## config.mk

```make
export PLATFORM = sky130hd
export DESIGN_NAME = fifo_rwp_ctrl
export DESIGN_NICKNAME = d
export VERILOG_FILES = /design/src/rtl/fifo_rwp_ctrl.sv
export SDC_FILE = /design/constraint.sdc
export NUM_CORES = 1
export LEC_CHECK = 0
export CAP_MARGIN = 20
export CELL_PAD_IN_SITES_DETAIL_PLACEMENT = 1
export CELL_PAD_IN_SITES_GLOBAL_PLACEMENT = 1
export CORE_MARGIN = 10
export CORE_UTILIZATION = 34
export DETAILED_ROUTE_END_ITERATION = 8
export PLACE_DENSITY = 0.88
export SYNTH_ARGS = -nofsm -noshare
export SYNTH_HDL_FRONTEND = slang
export SYNTH_SLANG_ARGS = --single-unit
```

## constraint.sdc

```tcl
create_clock -name clk -period 5.35 [get_ports clk]
set_input_delay 1.07 -clock clk [delete_from_list [all_inputs] [get_ports clk]]
set_output_delay 1.07 -clock clk [all_outputs]
set_load 0.05 [all_outputs]
```

## src/rtl/fifo_rwp_ctrl.sv

```systemverilog
// -----------------------------------------------------------------------------
// fifo_rwp_ctrl
//
// Single-clock FIFO controller for an external block RAM with a separate
// write port (wa/we/di) and a registered read port (ra/re/do, one-cycle
// read latency). The controller owns the write and read pointers, the count
// of words sitting in the RAM, and a 2-entry prefetch buffer that hides the
// RAM read latency. The pop side is first-word-fall-through, so a word can
// be popped every clock.
//
// Parameters
//   ADDRBIT    RAM address width
//   DEPTH      number of RAM words, 2 <= DEPTH <= 2**ADDRBIT (any value)
//   WIDTH      data width
//   AFULL_LVL  afull asserts when lvl >= AFULL_LVL
//   AEMPTY_LVL aempty asserts when lvl <= AEMPTY_LVL
//
// Ports
//   clk      single clock, RAM write and read clocks tie to it
//   rst      synchronous active-high reset, wins over every other input
//   push     write request, pushdat is the word to store
//   full     RAM holds DEPTH words, push is dropped
//   afull    almost full on total level
//   pop      consume the head word, only honoured while popvld
//   popvld   head word present on popdat
//   popdat   head word (registered)
//   aempty   almost empty on total level
//   lvl      total words held: RAM words + in-flight read + buffered words
//   ovf      sticky, push while full
//   udf      sticky, pop while popvld is low
//   clrerr   clears ovf and udf (a new error in the same cycle wins)
//   ramwa/ramwe/ramdi   RAM write port
//   ramra/ramre         RAM read port request
//   ramdo               RAM read data, valid the cycle after ramre
// -----------------------------------------------------------------------------
module fifo_rwp_ctrl #(
    parameter int ADDRBIT    = 9,
    parameter int DEPTH      = 512,
    parameter int WIDTH      = 32,
    parameter int AFULL_LVL  = DEPTH - 8,
    parameter int AEMPTY_LVL = 4
) (
    input  logic               clk,
    input  logic               rst,
    input  logic               push,
    input  logic [WIDTH-1:0]   pushdat,
    output logic               full,
    output logic               afull,
    input  logic               pop,
    output logic               popvld,
    output logic [WIDTH-1:0]   popdat,
    output logic               aempty,
    output logic [ADDRBIT+1:0] lvl,
    output logic               ovf,
    output logic               udf,
    input  logic               clrerr,
    output logic [ADDRBIT-1:0] ramwa,
    output logic               ramwe,
    output logic [WIDTH-1:0]   ramdi,
    output logic [ADDRBIT-1:0] ramra,
    output logic               ramre,
    input  logic [WIDTH-1:0]   ramdo
);

    localparam int CW = ADDRBIT + 1;
    localparam int LW = ADDRBIT + 2;

    localparam logic [ADDRBIT-1:0] PTR_LAST = ADDRBIT'(DEPTH - 1);
    localparam logic [CW-1:0]      CNT_FULL = CW'(DEPTH);
    localparam logic [LW-1:0]      AFULL_V  = LW'(AFULL_LVL);
    localparam logic [LW-1:0]      AEMPTY_V = LW'(AEMPTY_LVL);

    // Pointers and RAM occupancy
    logic [ADDRBIT-1:0] wp;
    logic [ADDRBIT-1:0] wp_next;
    logic [ADDRBIT-1:0] rp;
    logic [ADDRBIT-1:0] rp_next;
    logic [CW-1:0]      ramcnt;
    logic [CW-1:0]      ramcnt_next;

    // Read issued in the previous cycle, its data is on ramdo now
    logic               rdpend;

    // Prefetch buffer, buf0 is the head
    logic [WIDTH-1:0]   buf0;
    logic [WIDTH-1:0]   buf0_next;
    logic [WIDTH-1:0]   buf1;
    logic [WIDTH-1:0]   buf1_next;
    logic [1:0]         occ;
    logic [1:0]         occ_next;

    // Error flags
    logic               ovf_next;
    logic               udf_next;

    // Per-cycle events
    logic               pop_fire;
    logic               pop_err;
    logic               push_err;
    logic [2:0]         slots;

    // Status outputs are pure functions of the registered state.
    always_comb begin
        popvld = (occ != 2'd0);
        popdat = buf0;
        full   = (ramcnt == CNT_FULL);
        lvl    = LW'(ramcnt) + LW'(rdpend) + LW'(occ);
        afull  = (lvl >= AFULL_V);
        aempty = (lvl <= AEMPTY_V);
    end

    // RAM request generation. A read is issued only when the buffer will
    // have a free slot for it the cycle its data returns: slots counts the
    // buffer entries already committed (held or in flight) after this
    // cycle's pop. ramcnt only counts words written in earlier cycles, so
    // the read address can never equal the address being written now.
    always_comb begin
        pop_fire = pop & popvld;
        pop_err  = pop & ~popvld;
        push_err = push & full;
        ramwe    = ~rst & push & ~full;
        ramwa    = wp;
        ramdi    = pushdat;
        ramra    = rp;
        slots    = {1'b0, occ} + {2'b00, rdpend} - {2'b00, pop_fire};
        ramre    = ~rst & (ramcnt != '0) & (slots < 3'd2);
    end

    // Pointer advance with explicit wrap so non-power-of-2 depths work.
    always_comb begin
        wp_next = wp;
        rp_next = rp;
        if (ramwe) begin
            wp_next = (wp == PTR_LAST) ? '0 : wp + ADDRBIT'(1);
        end
        if (ramre) begin
            rp_next = (rp == PTR_LAST) ? '0 : rp + ADDRBIT'(1);
        end
        ramcnt_next = ramcnt + CW'(ramwe) - CW'(ramre);
    end

    // Prefetch buffer update. The pop shift is applied first, then the
    // returning RAM word lands in the first free slot after the shift, which
    // keeps order when a capture and a pop happen together. The read-issue
    // rule guarantees at most one entry is occupied after the shift whenever
    // a capture is due.
    always_comb begin
        buf0_next = buf0;
        buf1_next = buf1;
        occ_next  = occ;
        if (pop_fire) begin
            buf0_next = buf1;
            occ_next  = occ - 2'd1;
        end
        if (rdpend) begin
            if (occ_next == 2'd0) begin
                buf0_next = ramdo;
            end else begin
                buf1_next = ramdo;
            end
            occ_next = occ_next + 2'd1;
        end
    end

    // Sticky error flags: clrerr clears, but an error in the same cycle
    // overrides the clear for its own flag.
    always_comb begin
        ovf_next = ovf;
        udf_next = udf;
        if (clrerr) begin
            ovf_next = 1'b0;
            udf_next = 1'b0;
        end
        if (push_err) begin
            ovf_next = 1'b1;
        end
        if (pop_err) begin
            udf_next = 1'b1;
        end
    end

    // State registers. Reset drops everything including a read in flight;
    // the RAM contents themselves are left alone.
    always_ff @(posedge clk) begin
        if (rst) begin
            wp     <= '0;
            rp     <= '0;
            ramcnt <= '0;
            rdpend <= 1'b0;
            buf0   <= '0;
            buf1   <= '0;
            occ    <= 2'd0;
            ovf    <= 1'b0;
            udf    <= 1'b0;
        end else begin
            wp     <= wp_next;
            rp     <= rp_next;
            ramcnt <= ramcnt_next;
            rdpend <= ramre;
            buf0   <= buf0_next;
            buf1   <= buf1_next;
            occ    <= occ_next;
            ovf    <= ovf_next;
            udf    <= udf_next;
        end
    end

endmodule

```

==> PnR_summary.wiki <==
{| class="wikitable"
! Metric !! Value
|-
| Register bit total from synthesis || 97
|-
| Final Cycle Share || 0.887
|-
| Internal || 2.13 mW
|-
| Switching part of the total power || 0.467
|-
| Net Switching || 1.87 mW
|-
| Starting density of the core || 0.349
|-
| Cell with the most instances after synthesis || sky130_fd_sc_hd__dfxtp_1
|-
| Total GRT Usage || 0.141
|-
| Leakage power || 2.64 nW
|-
| Register area share after synthesis || 0.381
|-
| Sequential power share || 0.275
|-
| Portion of synthesized cell area occupied by the leading cell type || 0.381
|-
| Synthesized instance count || 586
|-
| RSZ-0062 raised after global routing || no
|-
| Max Slew Vio Count || 0
|-
| Horizontal extent of the die || 142 um
|-
| Most instantiated cells after synthesis || 97 x sky130_fd_sc_hd__dfxtp_1, 80 x sky130_fd_sc_hd__nand2_1, 55 x sky130_fd_sc_hd__nor2_1
|-
| DRT iter0 DRCs || 201
|-
| Via Count || 4295
|-
| Core Region || 14600 um2
|-
| Placed inst area || 6050 um2
|-
| Arrival @ worst endpoint || 5040 ps
|-
| Worst-margin pin slew || 1000 ps
|-
| # clock sinks || 97
|-
| Clk network pwr share || 0.167
|-
| ANT cells || 0
|-
| Main synth FF type || sky130_fd_sc_hd__dfxtp_1
|-
| Later-pin clock latency in the skew report || 350 ps
|-
| Startpoint kind of the worst setup timing path || input port
|-
| Tightest slew margin relative to the limit || 0.333
|-
| Post-CTS Setup Bufs || 0
|-
| Number of synthesis warnings || 0
|-
| Number of rows in the core area || 44
|-
| Final setup violating endpoints || 0
|-
| Outcome || completed
|-
| DRC violations left || 0
|-
| Via density per instance || 5.14
|-
| Number of distinct library cells after synthesis || 55
|-
| IR Drop Worst-Case VDD || 0.000224 V
|-
| Pwr dens || 628 nW/um2
|-
| Number of routed nets with antenna violations || 0
|-
| Final number of hold-violating endpoints || 0
|-
| MaxCap Viol Count || 0
|-
| DR pass1 iterations || 4
|-
| Layout overhead on the synthesized area || 25.1%
|-
| Period minus WS final || 4750 ps
|-
| Library cell occupying the most area in the post-synthesis netlist || sky130_fd_sc_hd__dfxtp_1
|-
| Finished Core Util || 0.437
|-
| Largest cells by area after synthesis || sky130_fd_sc_hd__dfxtp_1 38%, sky130_fd_sc_hd__ha_1 7.6%, sky130_fd_sc_hd__mux2i_1 6.5%, sky130_fd_sc_hd__nand2_1 5.9%, sky130_fd_sc_hd__buf_4 5.2%
|-
| Proportion of register bits with asynchronous set or reset after synthesis || 0
|-
| Sum of routed wire length over all layers || 14.5 mm
|-
| Vert. Die Dim || 142 um
|-
| Avg Cell Area, Syn || 8.70 um2
|-
| Combinational cell fraction of total power || 0.558
|-
| Number of hold-repair buffers added at the cts stage || 0
|-
| Path type of the worst min-delay path || flip-flop to flip-flop
|-
| Input/output buffers || 105
|-
| Largest fanout of any net on the critical path || 3
|-
| Fraction of layout cells with a size suffix above 1 || 0.0537
|-
| Number of synthesized flops with an enable pin || 0
|-
| Number of global-route vias before repair || 4721
|-
| Count of cells resized by post-cts repair || 0
|-
| Clock transition time at the flip-flop clock pins of the worst setup and hold paths || 70 ps
|-
| Largest net degree at the start of global routing || 93
|-
| Average wire per cell in the routed design || 17.3 um
|-
| Buffer cell driving the clock tree root || sky130_fd_sc_hd__clkbuf_16
|-
| Post-Route Setup TNS || 0 ps
|-
| Summed area of non-filler cells in the final layout || 6370 um2
|-
| Clock Skew || 7.09 ps
|-
| Required time of the critical path || 5640 ps
|-
| Max Clock Freq || 211 MHz
|-
| Remaining Overflow, GRT || 0
|-
| Critical path class || input port to flip-flop
|-
| HPWL reported at the end of detailed placement || 10.6 mm
|-
| H-tree depth || 3
|-
| Net count of the mapped netlist || 690
|-
| RePlAce Congestion || 0.790
|-
| Clock buffer count from CTS || 9
|-
| Clock buffer depth || 2
|-
| TritonCTS clock tree || built
|-
| Net total in the final layout || 751
|-
| Initial antenna violation count || 0
|-
| Area of the die || 20300 um2
|-
| Boundary Pins || 170
|-
| Wire length of the first global-routing pass || 23.8 mm
|-
| Category of the worst setup path capture point || flip-flop
|-
| Post-Synthesis Cell Area || 5100 um2
|}
[power by group through the flow]
stage	Combinational [mW]	Clock (mW)	Sequential, mW
after floorplan	1.22	0	1.49
after detailed placement	2.23	0	1.12
after global placement	2.14	0	1.10
final	2.23	0.668	1.10
after CTS	2.25	0.689	1.11
after global routing	2.41	0.717	1.14
[routing by layer]
| layer | up-vias | part of all wire | track usage |
|---|---|---|---|
| met5 | - | 0 | 0 |
| met4 | 0 | 0.019 | 0.0564 |
| met3 | 17 | 0.036 | 0.0277 |
| met2 | 61 | 0.54 | 0.263 |
| met1 | 2127 | 0.40 | 0.150 |
| li1 | 2090 | - | - |
[registers in the layout (all words and copies together), names as in the netlist]
register,cells
popdat,32
ramra,9
occ,2
rdpend,1
buf1,32
ramcnt,10
ovf,1
udf,1
ramwa,9
[layout by cell type, fill, tap and decap left out, types with 14 or more instances in the layout]
cell type and n:
sky130_fd_sc_hd__a211oi_1 33, sky130_fd_sc_hd__a21oi_1 46, sky130_fd_sc_hd__clkdlybuf4s50_1 103, sky130_fd_sc_hd__dfxtp_1 97, sky130_fd_sc_hd__ha_1 31, sky130_fd_sc_hd__inv_1 34, sky130_fd_sc_hd__mux2i_1 33, sky130_fd_sc_hd__nand2_1 79
sky130_fd_sc_hd__nor2_1 54, sky130_fd_sc_hd__o21ai_0 14, sky130_fd_sc_hd__xnor2_1 14
[kinds of logic after synthesis]
family	count (synthesis)	synth area share
AND/OR/NAND/NOR	190	0.181
AO/OA/AOI/OAI	118	0.151
flip-flops	97	0.381
buffers and inverters	96	0.0999
multiplexers	35	0.0692
adder cells (fa/ha/maj)	35	0.0918
XOR/XNOR	15	0.0258
[final timing paths]
| kind | from | to | slack, ps | cells after the start |
|---|---|---|---|---|
| max | pop | ramcnt[8]$_SDFF_PP0_ | 600 | 19 |
| min | buf1[27]$_SDFFE_PP0P_ | buf1[27]$_SDFFE_PP0P_ | 460 | 2 |
| max reg2reg | occ[1]$_SDFF_PP0_ | ramcnt[8]$_SDFF_PP0_ | 920 | 20 |
| min reg2reg | buf1[27]$_SDFFE_PP0P_ | buf1[27]$_SDFFE_PP0P_ | 460 | 2 |
[per-stage QoR]
| step | cells | hold slack, ps | setup WS [ps] | power (mW) |
|---|---|---|---|---|
| 3_3_place_gp | 819 | 441 | 434 | 3.24 |
| 5_1_grt | 836 | 484 | 432 | 4.26 |
| 3_5_place_dp | 819 | 449 | 261 | 3.35 |
| 2_1_floorplan | 586 | 436 | 447 | 2.71 |
| 6_report | 836 | 457 | 603 | 4.00 |
| 4_1_cts | 835 | 459 | 628 | 4.05 |
[layout make-up]
class | count | area (um2)
Fill cell | 1652 | 8210
Multi-Input combinational cell | 393 | 2650
Sequential cell | 97 | 1940
Timing Repair Buffer | 111 | 1110
Tap cell | 184 | 230
Clock buffer | 10 | 229
Inverter | 35 | 131
Clock inverter | 6 | 75.1
[critical path, stage by stage]
cell                              delay, ps
sky130_fd_sc_hd__clkdlybuf4s50_1        450
sky130_fd_sc_hd__nand2b_2               100
sky130_fd_sc_hd__inv_1                   50
sky130_fd_sc_hd__ha_1                   290
sky130_fd_sc_hd__inv_1                   70
sky130_fd_sc_hd__ha_1                   130
sky130_fd_sc_hd__inv_1                   50
sky130_fd_sc_hd__fa_1                   380
sky130_fd_sc_hd__xnor2_1                150
sky130_fd_sc_hd__and4_4                 220
sky130_fd_sc_hd__ha_1                   280
sky130_fd_sc_hd__inv_1                   40
sky130_fd_sc_hd__ha_1                   200
sky130_fd_sc_hd__fa_1                   410
sky130_fd_sc_hd__a21o_1                 240
sky130_fd_sc_hd__a211oi_2               260
sky130_fd_sc_hd__a221oi_2               100
sky130_fd_sc_hd__or4b_1                 470
sky130_fd_sc_hd__nand2_1                 90
(Power assumes the default switching activity.)
==> patch 1 (same settings) <==
Set the parameter `WIDTH` to 64 (it was 32).
--- a/src/rtl/fifo_rwp_ctrl.sv
+++ b/src/rtl/fifo_rwp_ctrl.sv
@@ -37,5 +37,5 @@
     parameter int ADDRBIT    = 9,
     parameter int DEPTH      = 512,
-    parameter int WIDTH      = 32,
+    parameter int WIDTH      = 64,
     parameter int AFULL_LVL  = DEPTH - 8,
     parameter int AEMPTY_LVL = 4
Ports: changed (resized popdat, pushdat, ramdi and ramdo); port bits go from 170 to 298. No check against the original RTL was run, so the function may have changed too.
==> patch 1 against the unedited design <==
First-iteration DRC count is 36% higher. Via count is 51% higher. Clock skew is 0.0026 ns higher. Clock power is 89% higher. Routed wire length is 57% higher. Sequential share of layout area is 2.2 points higher. Synthesized area is 53% higher. Largest cell class unchanged. Power is 60% higher. Worst setup slack better by 0.018 ns. Sequential cell count is 64 higher. Count of clock-buffer cells in the layout is 9 higher. Cell area is 55% higher. Synthesized cell count is 54% higher.
==> patch 1: results (changes against the unedited design) <==
* Status: finished clean
* Clock Skew at 0.00971 ns (+0.00262 ns)
* Placed instance count at 1245 (+52%)
* Mapped Nets at 1068 (+55%)
* Worst-margin pin slew at 0.804 ns (-0.197 ns)
* Pin count of the biggest net entering global routing at 100 (+7.5%)
* Layout cells sized above 1 at 5.95% (+0.58 points)
* First-pass GRT wire length at 35.7 mm (+50%)
* Gpl congestion at 0.769 (-2.7%)
* Min-Delay Path Depth at 2 (unchanged)
* Adder-cell share of the synthesized area at 5.99% (-3.2 points)
* Leading cell types by count after synthesis: dfxtp_1 (161), nand2_1 (144), nor2_1 (86)
* Reg-to-Reg End: ramcnt[8]
* R2R setup slack at 0.90 ns (-0.02 ns)
* Cts bufs inserted at 17 (+8)
* Mux contribution to synthesized area at 8.62% (+1.7 points)
* Synth Area in XOR/XNOR at 1.68% (-0.90 points)
* Clk root buf: clkbuf_16
* Leak at 4.05 nW (+53%)
* Synth area leaders: dfxtp_1 (41%), mux2i_1 (8.3%), nand2_1 (6.9%), buf_4 (6.5%), a211oi_1 (6.2%)
* CTS H-Tree Depth at 4 (+1)
* WP data arrival at 5.09 ns (+0.05 ns)
* Vias in the first global route at 6863 (+45%)
* Via count at 6477 (+51%)
* Hold path start: buf1[8]
* Tot GR Track Use at 15.1% (+0.98 points)
* Clock latency on the worst-skew pair at 0.42 ns (+0.07 ns)
* Register area share after synthesis at 41.3% (+3.2 points)
* DP HPWL at 15.8 mm (+50%)
* CTS resizes at 0 (unchanged)
* Final WL at 22.7 mm (+57%)
* Wire per inst at 17.8 microns (+2.8%)
* Hold Slack at 0.455 ns (-0.00206 ns)
* Hold endpoint: buf1[8]
* Port Buf Inserts at 169 (+61%)
* Compound-cell area share of the yosys netlist at 15.0% (-0.13 points)
* DP Worst Slack at 0.212 ns (-0.0493 ns)
* CP max stage cell: clkdlybuf4s50_1
* Gate Count Post-Synth at 900 (+54%)
* Post-synth cell types at 54 (-1.8%)
* Starting DRT DRC Count at 274 (+36%)
==> patch 1: changes by cell type after synthesis, moves of 3 or more <==
cell	before	now
a21oi_1	46	78
o21ai_1	3	0
dfxtp_1	97	161
clkbuf_1	18	37
o21ai_0	14	17
buf_2	2	9
mux2i_1	33	65
nor2_1	55	86
a211oi_1	33	65
buf_4	35	68
nand2_1	80	144
==> patch 1: cell type report <==
| cell class | instances | area, sq um |
|---|---|---|
| clock buffer | 19 | 453 |
| clock inverter | 12 | 145 |
| fill | 2606 | 12800 |
| inverter | 35 | 131 |
| multi-input combinational | 585 | 3750 |
| sequential | 161 | 3220 |
| tap | 285 | 357 |
| timing repair buffer | 180 | 1810 |
==> patch 1: cell families after synthesis <==
family,count (synthesis)
XOR/XNOR,15
buffers and inverters,154
adder cells (fa/ha/maj),35
flip-flops,161
AO/OA/AOI/OAI,182
multiplexers,67
AND/OR/NAND/NOR,286
==> patch 1: how the worst max path moves through the flow <==
stage | from | to | slack, ns | cells past startpoint
after floorplan | pop | ramcnt[8] | 0.36 | 22
after global placement | pop | ramcnt[8] | 0.37 | 19
after detailed placement | pop | ramcnt[8] | 0.21 | 19
after CTS | pop | ramcnt[8] | 0.62 | 19
after global routing | rdpend | aempty | 0.43 | 10
final | pop | ramcnt[8] | 0.62 | 19
==> patch 1: power by group <==
group | total (mW) | internal [mW] | switching [mW]
clock | 1.26 | 0.723 | 0.538
combinational | 3.31 | 1.19 | 2.12
sequential | 1.84 | 1.58 | 0.255
total | 6.41 | 3.49 | 2.91
==> patch 1: metrics by stage <==
stage / utilization, % / area (sq um)
after floorplan: - / 7810
after global placement: 40.9 / 9250
after detailed placement: 40.9 / 9250
after CTS: 43.5 / 9850
after global routing: 43.6 / 9870
final: 43.6 / 9870
==> patch 1: routing by layer <==
metal / up-vias / global-route usage (%) / share of wire [%]
li1: 3163 / - / -
met1: 3155 / 17.0 / 43
met2: 135 / 26.2 / 50
met3: 24 / 4.47 / 5.9
met4: 0 / 5.60 / 1.5
met5: - / 0 / 0
==> patch 1: worst max-delay path, delay by kind of cell <==
family | cells | cell delay, ns
compound gates | 3 | 0.56
buf+inv | 5 | 0.70
fa+ha+maj | 6 | 1.71
xor+xnor | 1 | 0.16
simple gates | 4 | 0.89
==> patch 2 (same settings) <==
Without the edit above. Make the reset (`rst`) asynchronous in one clocked block. Comments in the files are not updated.
--- a/src/rtl/fifo_rwp_ctrl.sv
+++ b/src/rtl/fifo_rwp_ctrl.sv
@@ -182,5 +182,5 @@
     // State registers. Reset drops everything including a read in flight;
     // the RAM contents themselves are left alone.
-    always_ff @(posedge clk) begin
+    always_ff @(posedge clk or posedge rst) begin
         if (rst) begin
             wp     <= '0;
Formal check against the unedited RTL: differs if rst is asserted again (counterexample within 4 cycles, from zero or initial values and one cycle with rst high); with rst held inactive, the same outputs for 10 cycles.
==> patch 2 against the unedited design <==
Sequential cell count unchanged. Worst hold slack better by 0.054 ns. Power up 24%. Routed wire length down 0.15%. Cell area up 3.5%. Sequential share of layout area up 6.3 points. Worst setup slack better by 0.054 ns. Synthesized area up 2.7%. Via count down 9.2%. Largest cell class is now sequential cells.
==> patch 2: results (changes against the unedited design) <==
* Layout cells sized above 1 at 12.4% (+7.0 points)
* Leak at 2.90 nW (+9.9%)
* Status: finished clean
* CP max stage cell: clkdlybuf4s50_1
* Synth Area in XOR/XNOR at 2.84% (+0.27 points)
* GRT met2 Usage at 24.8% (-1.5 points)
* Mapped Nets at 600 (-13%)
* Adder-cell share of the synthesized area at 8.94% (-0.24 points)
* Register area share after synthesis at 46.4% (+8.3 points)
* Mux contribution to synthesized area at 13.2% (+6.3 points)
* Nets at 672 (-11%)
* Compound-cell area share of the yosys netlist at 10.3% (-4.9 points)
* Tot GR Track Use at 14.0% (-0.056 points)
* Global Route met3 Usage at 5.15% (+2.4 points)
* Asr flop ratio synth at 100% (+100 points)
* Crit-path max cell delay at 0.44 ns (-0.03 ns)
* Final WL at 14.4 mm (-0.15%)
* Post-synth cell types at 46 (-16%)
* Clock Skew at 0.00709 ns (+0.00000555 ns)
* Gpl congestion at 0.837 (+5.8%)
* Leading cell types by count after synthesis: dfrtp_1 (97), o21ai_0 (61), nand2_1 (49)
* Peak supply drop at 0.000448 V (+100%)
* Vias in the first global route at 4359 (-7.7%)
* Met1 usage in global routing at 14.6% (-0.40 points)
* DP HPWL at 10.9 mm (+2.8%)
-- patch 2: area by class of cell --
cell class / instances / area (sq um)
fillers: 1656 / 8550
multi-input cells: 314 / 2360
inverters: 35 / 135
clock inverters: 6 / 76.3
clock buffers: 10 / 239
repair buffers: 111 / 1120
flip-flops and latches: 97 / 2430
well taps: 188 / 235
-- patch 2: worst paths after layout --
path | start | end | slack [ns] | cells after the start
min in group asynchronous | rst | ramwa[3] | 1.32 | 3
worst max-delay path | pop | ramcnt[8] | 0.66 | 19
worst min-delay path | buf1[2] | buf1[2] | 0.51 | 1
worst max register to register | occ[1] | ramcnt[8] | 1.00 | 21
worst min register to register | buf1[2] | buf1[2] | 0.51 | 1
max in group asynchronous | rst | popdat[11] | 3.55 | 3
-- patch 2: layer usage --
| layer | part of all wire (%) | wire length [microns] | vias up |
|---|---|---|---|
| li1 | - | - | 1804 |
| met2 | 52 | 7480 | 107 |
| met5 | 0 | 0 | - |
| met4 | 2.4 | 342 | 0 |
| met3 | 7.3 | 1060 | 35 |
| met1 | 38 | 5550 | 1953 |
-- patch 2: cell families (layout without fill, tap and decap cells) --
kind of cell | Yosys count | in the layout
buffers and inverters | 85 | 162
xor gates and xnor gates | 17 | 17
muxes | 65 | 65
AOI/OAI and AO/OA | 90 | 90
DFF | 97 | 97
and+or+nand+nor | 107 | 107
adders and majority gates | 35 | 35
-- patch 2: critical path: cells and delay by family --
kind | cells | cell delay [ns]
adders and majority gates | 6 | 1.71
AOI/OAI and AO/OA | 4 | 0.99
buffers and inverters | 6 | 0.77
xor gates and xnor gates | 2 | 0.34
and+or+nand+nor | 1 | 0.09
-- patch 2: stage by stage --
| step | instance area (sq um) | utilization, % | setup slack [ns] | power [mW] |
|---|---|---|---|---|
| 6_report | 6600 | 43.6 | 0.657 | 4.96 |
| 5_1_grt | 6600 | 43.6 | 0.389 | 5.28 |
| 4_1_cts | 6580 | 43.4 | 0.671 | 5.03 |
| 3_5_place_dp | 6260 | 41.3 | 0.313 | 4.30 |
| 3_3_place_gp | 6260 | 41.3 | 0.558 | 4.12 |
| 2_1_floorplan | 5240 | - | 0.210 | 3.38 |
-- patch 2: power by group --
group          internal (mW)  total (mW)  switching (mW)  leakage [nW]
clock                  0.386       0.698           0.312         0.156
sequential              1.09        1.36           0.273          1.17
combinational           1.10        2.90            1.80          1.58
